<file path="config.mk">
export PLATFORM = sky130hd
export DESIGN_NAME = led_pattern
export DESIGN_NICKNAME = d
export VERILOG_FILES = /design/src/rtl/led_pattern.sv
export SDC_FILE = /design/constraint.sdc
export NUM_CORES = 1
export LEC_CHECK = 0
export CORE_ASPECT_RATIO = 0.6
export CORE_MARGIN = 2
export CORE_UTILIZATION = 29
export CTS_CLUSTER_DIAMETER = 50
export CTS_CLUSTER_SIZE = 25
export DETAILED_ROUTE_END_ITERATION = 12
export HOLD_SLACK_MARGIN = 0.15
export SETUP_SLACK_MARGIN = 0.1
export SLEW_MARGIN = 30
export SYNTH_ARGS = -nofsm -noshare
export SYNTH_HDL_FRONTEND = slang
export SYNTH_SLANG_ARGS = --single-unit
</file>
<file path="constraint.sdc">
create_clock -name clk -period 2.3 [get_ports clk]
set_clock_uncertainty 0.2 [all_clocks]
set_input_delay 0.345 -clock clk [delete_from_list [all_inputs] [get_ports clk]]
set_output_delay 0.345 -clock clk [all_outputs]
set_load 0.02 [all_outputs]
</file>
<file path="src/rtl/led_pattern.sv">
// led_pattern: steps an 8-LED pattern once per rising edge of the 1 Hz divider
// output. clk_1hz is sampled as data (synchronised and edge-detected) and is
// never used as a clock. Patterns: left chase, right chase, bounce, blink all.
module led_pattern #(
  parameter bit LED_ACTIVE_LOW = 1'b0
) (
  input  logic       clk,
  input  logic       rst_n,
  input  logic       clk_1hz,
  input  logic [1:0] mode,
  input  logic       pause,
  output logic [7:0] led,
  output logic       step
);

  typedef enum logic [1:0] {
    MODE_LEFT   = 2'd0,
    MODE_RIGHT  = 2'd1,
    MODE_BOUNCE = 2'd2,
    MODE_BLINK  = 2'd3
  } mode_e;

  localparam logic [7:0] LED_MASK = {8{LED_ACTIVE_LOW}};

  logic       s1, s2, s3;
  logic       rise;
  logic       acc;
  mode_e      mode_in;
  mode_e      mode_r, mode_nx;
  logic [2:0] pos, pos_nx;
  logic       dir, dir_nx;
  logic [7:0] pat, pat_nx;

  assign rise    = s2 & ~s3;
  assign acc     = rise & ~pause;
  assign mode_in = mode_e'(mode);

  // Two-flop synchroniser plus one delay stage for rising-edge detection.
  always_ff @(posedge clk or negedge rst_n) begin
    if (!rst_n) begin
      s1 <= 1'b0;
      s2 <= 1'b0;
      s3 <= 1'b0;
    end else begin
      s1 <= clk_1hz;
      s2 <= s1;
      s3 <= s2;
    end
  end

  // Next pattern state: a mode change only loads the entry state; otherwise advance.
  always_comb begin
    mode_nx = mode_r;
    pos_nx  = pos;
    dir_nx  = dir;
    pat_nx  = pat;
    if (acc) begin
      if (mode_in != mode_r) begin
        mode_nx = mode_in;
        case (mode_in)
          MODE_LEFT: begin
            pos_nx = 3'd0;
            pat_nx = 8'h01;
          end
          MODE_RIGHT: begin
            pos_nx = 3'd7;
            pat_nx = 8'h80;
          end
          MODE_BOUNCE: begin
            pos_nx = 3'd0;
            dir_nx = 1'b0;
            pat_nx = 8'h01;
          end
          MODE_BLINK: begin
            pat_nx = 8'hFF;
          end
        endcase
      end else begin
        case (mode_r)
          MODE_LEFT: begin
            pos_nx = pos + 3'd1;
            pat_nx = 8'h01 << pos_nx;
          end
          MODE_RIGHT: begin
            pos_nx = pos - 3'd1;
            pat_nx = 8'h01 << pos_nx;
          end
          MODE_BOUNCE: begin
            if (!dir) begin
              pos_nx = pos + 3'd1;
              if (pos_nx == 3'd7) dir_nx = 1'b1;
            end else begin
              pos_nx = pos - 3'd1;
              if (pos_nx == 3'd0) dir_nx = 1'b0;
            end
            pat_nx = 8'h01 << pos_nx;
          end
          MODE_BLINK: begin
            pat_nx = ~pat;
          end
        endcase
      end
    end
  end

  // Pattern state and registered outputs; led tracks pat_nx so both update together.
  always_ff @(posedge clk or negedge rst_n) begin
    if (!rst_n) begin
      mode_r <= MODE_LEFT;
      pos    <= 3'd0;
      dir    <= 1'b0;
      pat    <= 8'h01;
      led    <= 8'h01 ^ LED_MASK;
      step   <= 1'b0;
    end else begin
      mode_r <= mode_nx;
      pos    <= pos_nx;
      dir    <= dir_nx;
      pat    <= pat_nx;
      led    <= pat_nx ^ LED_MASK;
      step   <= acc;
    end
  end

endmodule

</file>
==> results of run 1 <==
-- worst register-to-register path: cells and delay by family, from the launching register on --
family | cells | cell delay (ns)
compound gates | 3 | 0.76
fa+ha+maj | 1 | 0.20
flops | 1 | 0.45
simple gates | 1 | 0.53
-- cell families after synthesis --
group,after synthesis
buf+inv,9
compound gates,37
flops,18
simple gates,42
xor+xnor,4
mux,3
fa+ha+maj,9
-- through the flow --
step | hold slack [ns] | power (mW) | setup WS (ns)
6_report | 0.1836 | 1.715 | 0.06217
5_1_grt | 0.2005 | 1.830 | 0.009637
4_1_cts | 0.1917 | 1.656 | 0.07679
3_5_place_dp | 0.1663 | 1.251 | 0.004300
3_3_place_gp | 0.1507 | 1.232 | 0.05497
2_1_floorplan | -0.1506 | 0.9829 | 0.1029
-- cells in the final DEF, fill, tap and decap left out, types with 2 or more instances in the layout --
cell type,Yosys,final
a21oi_1,10,10
a311oi_2,1,3
a31oi_1,5,5
buf_4,1,19
clkbuf_8,0,4
clkdlybuf4s50_1,0,14
dfrtp_1,17,15
dfrtp_2,0,2
ha_1,9,6
ha_4,0,3
inv_1,6,2
inv_2,0,2
inv_4,0,2
mux2_2,3,3
nand2_1,12,12
nand2b_1,5,4
nand4_1,4,4
nor2_1,12,12
o21a_1,4,4
o21ai_0,7,7
or4_1,4,2
or4_4,0,2
xnor2_1,2,2
-- layer usage --
metal	share of wire, %	global-route usage (%)
met5	0	0
met2	40	21.26
met3	4.8	4.567
met1	55	22.85
met4	0.23	2.116
-- power by group --
part / switching (mW) / total (mW) / internal (mW)
Clock: 0.111 / 0.264 / 0.152
Combinational: 0.487 / 0.961 / 0.474
Sequential: 0.0852 / 0.490 / 0.405
-- sequential cells by signal, indices dropped and copies added (netlist names) --
register	count
step	1
s2	1
s3	1
pat	8
dir	1
pos	3
s1	1
mode_r	2
-- timing repair --
item	4_1_cts	5_1_grt
hold endpoints to repair	0	0
pin swaps	5	6
setup buffers	5	3
setup endpoints to repair	6	6
resized for setup	10	4
cloned	1	0
-- area by class of cell --
class,instances,area [um2]
Sequential cell,18,454.2
Fill cell,368,2102
Inverter,6,27.53
Timing Repair Buffer,33,282.8
Clock buffer,4,55.05
Tap cell,47,58.81
Multi-Input combinational cell,96,720.7
-- worst paths after layout --
kind | startpoint | end | cells after the start
worst max-delay path | mode_r[1]$_DFFE_PN0P_ | pat[2]$_DFFE_PN0P_ | 5
worst min-delay path | s1$_DFF_PN0_ | s2$_DFF_PN0_ | 0
worst max register to register | mode_r[1]$_DFFE_PN0P_ | pat[2]$_DFFE_PN0P_ | 5
worst min register to register | s1$_DFF_PN0_ | s2$_DFF_PN0_ | 0
max in group asynchronous | rst_n | pat[0]$_DFFE_PN1P_ | 2
min in group asynchronous | rst_n | step$_DFF_PN0_ | 2
==> results.md, run 1 <==
* Inst Count DP at roughly 190
* CTS tree: built
* Adder-Cell Fraction of Synth Area at 9.967%
* Main synth FF type: dfrtp_1
* DRC at 0
* Initial DRT Pass Iterations at 4
* MaxCap Viol Count at 0
* Sequential area share after synthesis at roughly 40%
* Via count at 1061
* Hold Crit Class: flop to flop
* Power density cells at 1072 nW/um2
* GPL Wtd Cong at 0.8195
* Antenna violations before repair at 0
* Vias/cell at 5.201
* Starting Density at a little under a third
* Hold buffers post-CTS at 0
* Post-synthesis cell type count at 33
* CTS sink count at 18
* Kind of end point of the critical path: flop
* Slew margin rel. at 66.54%
* Rows at 17
* Detailed Place HPWL at 2.271 mm
* Worst-margin pin slew at roughly 0.5 ns
* # IOs at 15
* Critical path class: flop to flop
* Synth top area share at a little under two fifths
* Drt wl/cell at around 15 um
* IO buf count at 14
* Post-synthesis mux area share at about 3%
* Slowest cell on crit path: or4_4
* TritonCTS buffer count at 3
* Synth Cell Area at 1130 um2
* Design Area, Final at 1599 um2
* Iter 0 DRT Violations at 61
* Largest net degree at the start of global routing at 19
* RSZ-0062 raised after global routing: true
* Final TNS setup at 0 ns
* Clk slew on worst S/H paths at ~0.070 ns
* Top-count cell post-synth: dfrtp_1
* Area grow syn2layout at 41.53%
* Fin cells at roughly 200
* Global-route wire length before repair at 5.023 mm
* Antenna Nets Post-Route at 0
* Static Leak at 0.6604 nW
* Peak supply drop at 0.5123 mV
* All-Layer GR Usage at between 10% and 20%
* Commonest cells in the netlist: dfrtp_1 (17), nand2_1 (12), nor2_1 (12), a21oi_1 (10), ha_1 (9)
* Post-Route WL at 3.090 mm
* Setup Viol. Count Final at 0
* Tcrit/Tclk final at 97.30%
* Crit path max-delay family: compound AO/OA/AOI/OAI gates
* Width of the die at between 80 and 90 um
* Peak Freq at 446.9 MHz
* Yosys top cell by area: dfrtp_1
* Final Util at 43.20%
* Final layout net count at 173
* Post-Synth XOR/XNOR Area at under 10%
* Critical Path Start Type: flop
* Synth Area in Compound Gates at between 20% and 30%
* Worst path buffer plus inverter count at 0
* Fin crit period at ~2.2 ns
* Status: completed
* Reg2reg setup slack at 0.06 ns
* Number of enable flip-flop cells after synthesis at 0
* Simple-gate portion of the synthesized area at 18.16%
* Top fanout value on the critical path at 5
* Vias in the first global route at 996
* Gr ovfl total at 0
* Clock root buffer: clkbuf_8
* Die area at 4428 um2
* CP required at 2.26 ns
* # H-tree levels at 1
* ANT cells at 0
* Final hold vios at 0
* Synth warn at 0
* Layout cells sized above 1 at 29.94%
* Arr. time, crit path at 2.20 ns
* Asr flop ratio synth at 100.0%
* Placed inst area at 1409 um2
* Largest family of logic cells by synthesized area: compound AO/OA/AOI/OAI gates
* Avg Cell Area, Syn at a little over 9 um2
* Max-slew violations at 0
* Worst path cell trace: ha_4 -> a21o_1 -> a32o_2 -> or4_4 -> a311oi_2
* Area contributors post-synth: dfrtp_1 (38%), ha_1 (10%), a21oi_1 (4.4%)
* Synth Net Count at 137
* Die Height at 52.35 um
* Max stage delay on crit path at 0.53 ns
* #FFs+latches synth at 18
* Core Region at 3701 um2
* CTS max path bufs at 2
* Synth Instances at approximately 120
* Worst skew pair latency at 0.25 ns
No activity file was read; power rests on OpenSTA's default activity.
==> run 2, diff against run 1 <==
==> constraint.sdc (replaced) <==
create_clock -name clk -period 1.9 [get_ports clk]
set_clock_uncertainty 0.2 [all_clocks]
set_input_delay 0.285 -clock clk [delete_from_list [all_inputs] [get_ports clk]]
set_output_delay 0.285 -clock clk [all_outputs]
set_load 0.02 [all_outputs]
==> results.md, run 2 (synthesis gave the netlist of run 1 again) <==
* Failing checks: negative setup slack
* MaxCap Viol Count at 0 (unchanged)
* Sw Pwr at 952.1 uW (was 683.1 uW)
* Slew margin rel. at 53.70% (was 66.54%)
* Fin cells at 220 (was 204)
* Critical Path Start Type: flop (unchanged)
* Reg2reg setup slack at -0.31 ns (was 0.06 ns)
* Peak supply drop at 0.6519 mV (was 0.5123 mV)
* Via count at 1128 (was 1061)
* Overall power at 2.448 mW (was 1.715 mW)
* Detailed Place HPWL at 2.387 mm (was 2.271 mm)
* Static Leak at 0.7575 nW (was 0.6604 nW)
* Placed inst area at 1524 um2 (was 1409 um2)
* Largest net degree at the start of global routing at 19 (unchanged)
* Width of the die at 84.58 um (unchanged)
* Drt wl/cell at 15.72 um (was 15.15 um)
* CTS max path bufs at 2 (unchanged)
* Int Pwr at 1.495 mW (was 1.032 mW)
* CTS tree: built (unchanged)
* Die Height at 52.35 um (unchanged)
* Leading cell type in the layout, fill and taps excluded: buf_4 (unchanged)
* Vias in the first global route at 1113 (was 996)
* Max-slew violations at 0 (unchanged)
* Core Region at 3701 um2 (unchanged)
* Inst Count DP at 205 (was 191)
* Arr. time, crit path at 2.18 ns (was 2.20 ns)
* Die area at 4428 um2 (unchanged)
* Antenna Nets Post-Route at 0 (unchanged)
* Worst-margin pin slew at 0.6904 ns (was 0.4996 ns)
* Clk slew on worst S/H paths at 0.08 ns (was 0.07 ns)
* Antenna violations before repair at 0 (unchanged)
* Clock root buffer: clkbuf_8 (unchanged)
* Final layout net count at 189 (was 173)
* Fillers at 361 (was 368)
* Top flop regs: pat: 8 flops, pos: 3 flops, mode_r: 2 flops (unchanged)
* Worst setup margin at -0.3066 ns (was 0.06217 ns)
* Gr ovfl total at 0 (unchanged)
* Final hold vios at 0 (unchanged)
* Design Area, Final at 1810 um2 (was 1599 um2)
* Highest-count cells in the layout ignoring fill and taps: buf_4 (34), dfrtp_1 (15), clkdlybuf4s50_1 (13), nor2_1 (10), nand2_1 (8) (was buf_4 (19), dfrtp_1 (15), clkdlybuf4s50_1 (14), nor2_1 (12), nand2_1 (12))
* Post-Route WL at 3.458 mm (was 3.090 mm)
* Comb pwr share at 62.4% (was 56.0%)
* Iter 0 DRT Violations at 57 (was 61)
* ANT cells at 0 (unchanged)
* RSZ-0062 raised after global routing: true (unchanged)
* GPL Wtd Cong at 0.8782 (was 0.8195)
* Most flop-heavy register: pat (unchanged)
* Starting Density at 30.53% (unchanged)
* Setup Viol. Count Final at 10 (was 0)
* # IOs at 15 (unchanged)
* Worst skew pair latency at 0.26 ns (was 0.25 ns)
* Critical path class: flop to flop (unchanged)
* IO buf count at 14 (unchanged)
* Final TNS setup at -1.970 ns (was 0 ns)
* Sw frac at 38.90% (was 39.83%)
* Fin crit period at 2.207 ns (was 2.238 ns)
* Power density cells at 1352 nW/um2 (was 1072 nW/um2)
* DRC at 0 (unchanged)
* Hold Crit Class: primary input to async pin (was flop to flop)
* Hold buffers post-CTS at 0 (unchanged)
* Rows at 17 (unchanged)
* Tcrit/Tclk final at 116.1% (was 97.30%)
* Top fanout value on the critical path at 3 (was 5)
* Initial DRT Pass Iterations at 4 (unchanged)
* Max FFs per register at 8 (unchanged)
* Peak Freq at 453.2 MHz (was 446.9 MHz)
* Flop pwr share at 24.0% (was 28.6%)
* TritonCTS buffer count at 3 (unchanged)
* Vias/cell at 5.127 (was 5.201)
* CTS sink count at 18 (unchanged)
* Status: finished with violations (was completed)
* Layout cells sized above 1 at 45.66% (was 29.94%)
* Area grow syn2layout at 60.24% (was 41.53%)
* # H-tree levels at 1 (unchanged)
* Clock Power Share at 13.6% (was 15.4%)
* Global-route wire length before repair at 5.368 mm (was 5.023 mm)
* CP required at 1.87 ns (was 2.26 ns)
* All-Layer GR Usage at 15.88% (was 15.08%)
* Kind of end point of the critical path: flop (unchanged)
## run 2: cell types whose count changed in the layout (fill, tap and decap cells not counted), sizes merged
| cell | before | now |
|---|---|---|
| clkdlybuf4s50 | 14 | 13 |
| a32o | 2 | 1 |
| buf | 19 | 36 |
| dlygate4sd2 | 0 | 1 |
## run 2: worst paths after layout
kind	depth (start not counted)	to	startpoint
min in group clk	0	s2$_DFF_PN0_	s1$_DFF_PN0_
setup reg to reg	7	pat[2]$_DFFE_PN0P_	mode_r[1]$_DFFE_PN0P_
setup / recovery	7	pat[2]$_DFFE_PN0P_	mode_r[1]$_DFFE_PN0P_
hold reg to reg	0	s2$_DFF_PN0_	s1$_DFF_PN0_
max in group asynchronous	2	pat[0]$_DFFE_PN1P_	rst_n
hold / removal	2	s2$_DFF_PN0_	rst_n
## run 2: metal layers
| metal | vias to the layer above | global-route usage (%) | routed length [um] |
|---|---|---|---|
| li1 | 540 | - | - |
| met1 | 552 | 21.17 | 1593 |
| met2 | 34 | 25.98 | 1627 |
| met3 | 2 | 4.409 | 227 |
| met4 | 0 | 3.439 | 10 |
| met5 | - | 0 | 0 |
## run 2: repair_timing
| action | CTS | global route |
|---|---|---|
| gates cloned | 0 | 0 |
| gates resized for setup | 29 | 8 |
| pin swaps | 12 | 9 |
| hold endpoints to repair | 0 | 0 |
| buffers inserted | 9 | 2 |
| endpoints found under the setup margin | 12 | 12 |
## run 2: power by group through the flow
stage	logic (mW)	clock network, mW	registers (mW)
finish	1.53	0.332	0.588
global route	1.64	0.350	0.604
CTS	1.43	0.336	0.589
detailed placement	1.15	0	0.590
global placement	1.12	0	0.577
floorplan	0.552	0	0.644
## run 2: worst max-delay path: stages (launching register included)
cell      delay (ns)
dfrtp_2         0.46
inv_4           0.09
ha_2            0.16
a21o_1          0.14
a21oi_2         0.08
a31o_1          0.22
or4_4           0.52
a311oi_2        0.24
## run 2: area by class of cell
type,instances,area [um2],share of cell area [%]
clock buffer,4,55.05,3.041
multi-input combinational,95,798.3,44.09
tap,47,58.81,3.248
sequential,18,454.2,25.09
timing repair buffer,50,416.7,23.01
inverter,6,27.53,1.520
## run 2: metrics by stage
step | setup WS [ns] | hold slack [ns] | util (%)
floorplan | -0.2375 | -0.2106 | -
global placement | -0.2194 | 0.1372 | 41.18
detailed placement | -0.3068 | 0.1450 | 41.18
CTS | -0.2864 | 0.1589 | 47.63
global route | -0.3448 | 0.1714 | 48.92
finish | -0.3066 | 0.1475 | 48.92
==> run 3, diff against run 2 <==
--- a/config.mk
+++ b/config.mk
@@ -11,6 +11,7 @@
 export CTS_CLUSTER_DIAMETER = 50
 export CTS_CLUSTER_SIZE = 25
 export DETAILED_ROUTE_END_ITERATION = 12
+export DONT_BUFFER_PORTS = 1
 export HOLD_SLACK_MARGIN = 0.15
 export SETUP_SLACK_MARGIN = 0.1
 export SLEW_MARGIN = 30
==> results.md, run 3 (synthesis gave the netlist of run 1 again) <==
* Die Height at 52.35 um (unchanged)
* Die area at 4428 um2 (unchanged)
* # H-tree levels at 1 (unchanged)
* Slowest cell on crit path: or4_4 (unchanged)
* Hold Crit Class: flop to flop (was primary input to async pin)
* Core Region at 3701 um2 (unchanged)
* Antenna Nets Post-Route at 0 (unchanged)
* Max FFs per register at 8 (unchanged)
* Max-slew violations at 0 (unchanged)
* Critical path class: flop to flop (unchanged)
* Clk slew on worst S/H paths at 0.07 ns (was 0.08 ns)
* Final layout net count at 169 (was 189)
* Arr. time, crit path at 2.20 ns (was 2.18 ns)
* Int Pwr at 1.328 mW (was 1.495 mW)
* ANT cells at 0 (unchanged)
* Post-Route WL at 3.065 mm (was 3.458 mm)
* Status: finished with violations (unchanged)
* Sw Pwr at 891.5 uW (was 952.1 uW)
* Power density cells at 1383 nW/um2 (was 1352 nW/um2)
* Static Leak at 0.6708 nW (was 0.7575 nW)
* Highest-count cells in the layout ignoring fill and taps: buf_4 (25), dfrtp_1 (15), nand2_1 (11), nor2_1 (10), a21oi_1 (7) (was buf_4 (34), dfrtp_1 (15), clkdlybuf4s50_1 (13), nor2_1 (10), nand2_1 (8))
* Via count at 1030 (was 1128)
* Layout cells sized above 1 at 40.52% (was 45.66%)
* All-Layer GR Usage at 14.35% (was 15.88%)
* Detailed Place HPWL at 2.220 mm (was 2.387 mm)
* Most flop-heavy register: pat (unchanged)
* Leading cell type in the layout, fill and taps excluded: buf_4 (unchanged)
* Critical Path Start Type: flop (unchanged)
* Setup Viol. Count Final at 9 (was 10)
* Vias/cell at 5.150 (was 5.127)
* GPL Wtd Cong at 0.9129 (was 0.8782)
* CTS max path bufs at 2 (unchanged)
* Worst-margin pin slew at 0.8272 ns (was 0.6904 ns)
* CTS tree: built (unchanged)
* DRC at 0 (unchanged)
* Peak Freq at 448.6 MHz (was 453.2 MHz)
* Rows at 17 (unchanged)
* # IOs at 15 (unchanged)
* Final Util at 43.37% (was 48.92%)
* Starting Density at 30.53% (unchanged)
* Kind of end point of the critical path: flop (unchanged)
* Worst skew pair latency at 0.26 ns (about the same)
* Iter 0 DRT Violations at 52 (was 57)
* Drt wl/cell at 15.33 um (was 15.72 um)
* Failing checks: negative setup slack (unchanged)
* Overall power at 2.220 mW (was 2.448 mW)
* Top flop regs: pat: 8 flops, pos: 3 flops, mode_r: 2 flops (unchanged)
* Placed inst area at 1354 um2 (was 1524 um2)
* Area grow syn2layout at 42.08% (was 60.24%)
* Global-route wire length before repair at 4.816 mm (was 5.368 mm)
* Fin Hold WS at 0.1489 ns (was 0.1475 ns)
* CTS sink count at 18 (unchanged)
* MaxCap Viol Count at 0 (unchanged)
* Width of the die at 84.58 um (unchanged)
* Tcrit/Tclk final at 117.3% (was 116.1%)
* Slew margin rel. at 44.67% (was 53.70%)
* Design Area, Final at 1605 um2 (was 1810 um2)
* Comb pwr share at 56.3% (was 62.4%)
* Initial DRT Pass Iterations at 4 (unchanged)
* Gr ovfl total at 0 (unchanged)
* Clock Power Share at 14.5% (was 13.6%)
* Top fanout value on the critical path at 4 (was 3)
* Flop pwr share at 29.2% (was 24.0%)
* Final hold vios at 0 (unchanged)
* Worst setup margin at -0.3293 ns (was -0.3066 ns)
* TritonCTS buffer count at 3 (unchanged)
* Clock root buffer: clkbuf_8 (unchanged)
* Antenna violations before repair at 0 (unchanged)
* Worst path cell trace: inv_4 -> ha_4 -> a21o_1 -> a21oi_2 -> a31o_1 -> or4_4 -> a311oi_2 (was inv_4 -> ha_2 -> a21o_1 -> a21oi_2 -> a31o_1 -> or4_4 -> a311oi_2)
* Max stage delay on crit path at 0.53 ns (was 0.52 ns)
* Largest net degree at the start of global routing at 19 (unchanged)
* CP required at 1.87 ns (about the same)
* Fin crit period at 2.229 ns (was 2.207 ns)
* IO buf count at 0 (was 14)
* RSZ-0062 raised after global routing: true (unchanged)
* Sw frac at 40.16% (was 38.90%)
* Vias in the first global route at 1001 (was 1113)
* Peak supply drop at 0.6814 mV (was 0.6519 mV)
## run 3: cell count changes in the layout (fill, tap and decap cells not counted), moves of 3 or more
cell	change
clkdlybuf4s50_1	-13
buf_4	-9
dlygate4sd3_1	+4
nand2_1	+3
nand2_2	-3
## run 3: final cells by class
| type | instances | area (um2) |
|---|---|---|
| Multi-Input combinational cell | 95 | 770.7 |
| Sequential cell | 18 | 454.2 |
| Inverter | 6 | 27.53 |
| Clock buffer | 4 | 55.05 |
| Fill cell | 367 | 2096 |
| Timing Repair Buffer | 30 | 239.0 |
| Tap cell | 47 | 58.81 |
## run 3: repair_timing
action                                 4_1_cts  5_1_grt
cloned                                       0        0
resized for setup                           14       15
setup buffers                                4        1
hold buffers                                 4        0
endpoints found under the hold margin       22        0
pin swaps                                    6        4
setup endpoints to repair                   11       11
## run 3: critical path, delay by kind of cell (launching register included)
kind	cells	cell delay (ns)
AOI/OAI and AO/OA	4	0.70
and+or+nand+nor	1	0.53
DFF	1	0.45
adders and majority gates	1	0.15
buffers and inverters	1	0.10
## run 3: per-layer routing
| layer | up-vias | part of all wire, % | wire length (um) | GRT usage [%] |
|---|---|---|---|---|
| li1 | 500 | - | - | - |
| met1 | 502 | 51 | 1554 | 21.15 |
| met2 | 21 | 43 | 1315 | 20.21 |
| met3 | 7 | 4.9 | 150 | 4.882 |
| met4 | 0 | 1.4 | 44 | 2.646 |
| met5 | - | 0 | 0 | 0 |
## run 3: worst paths after layout
kind,startpoint,slack [ns],cells after the start,endpoint
setup / recovery,mode_r[0]$_DFFE_PN0P_,-0.33,7,pat[2]$_DFFE_PN0P_
min in group asynchronous,rst_n,0.36,1,s3$_DFF_PN0_
max in group asynchronous,rst_n,0.57,1,mode_r[1]$_DFFE_PN0P_
hold reg to reg,s1$_DFF_PN0_,0.15,0,s2$_DFF_PN0_
hold / removal,s1$_DFF_PN0_,0.15,0,s2$_DFF_PN0_
setup reg to reg,mode_r[0]$_DFFE_PN0P_,-0.33,7,pat[2]$_DFFE_PN0P_
## run 3: power by group through the flow
stage               logic (mW)  registers [mW]  clock network (mW)
floorplan                0.552           0.644                   0
global placement         0.934           0.651                   0
detailed placement       0.955           0.655                   0
CTS                       1.09           0.647               0.326
global route              1.35           0.665               0.343
finish                    1.25           0.649               0.322
## run 3: per-stage QoR
| step | setup TNS (ns) | worst slack, ns | std cells |
|---|---|---|---|
| 5_1_grt | -2.590 | -0.3724 | 200 |
| 3_3_place_gp | -1.702 | -0.2930 | 187 |
| 6_report | -1.867 | -0.3293 | 200 |
| 3_5_place_dp | -2.006 | -0.3350 | 187 |
| 2_1_floorplan | -0.8213 | -0.2375 | 122 |
| 4_1_cts | -1.565 | -0.2849 | 199 |
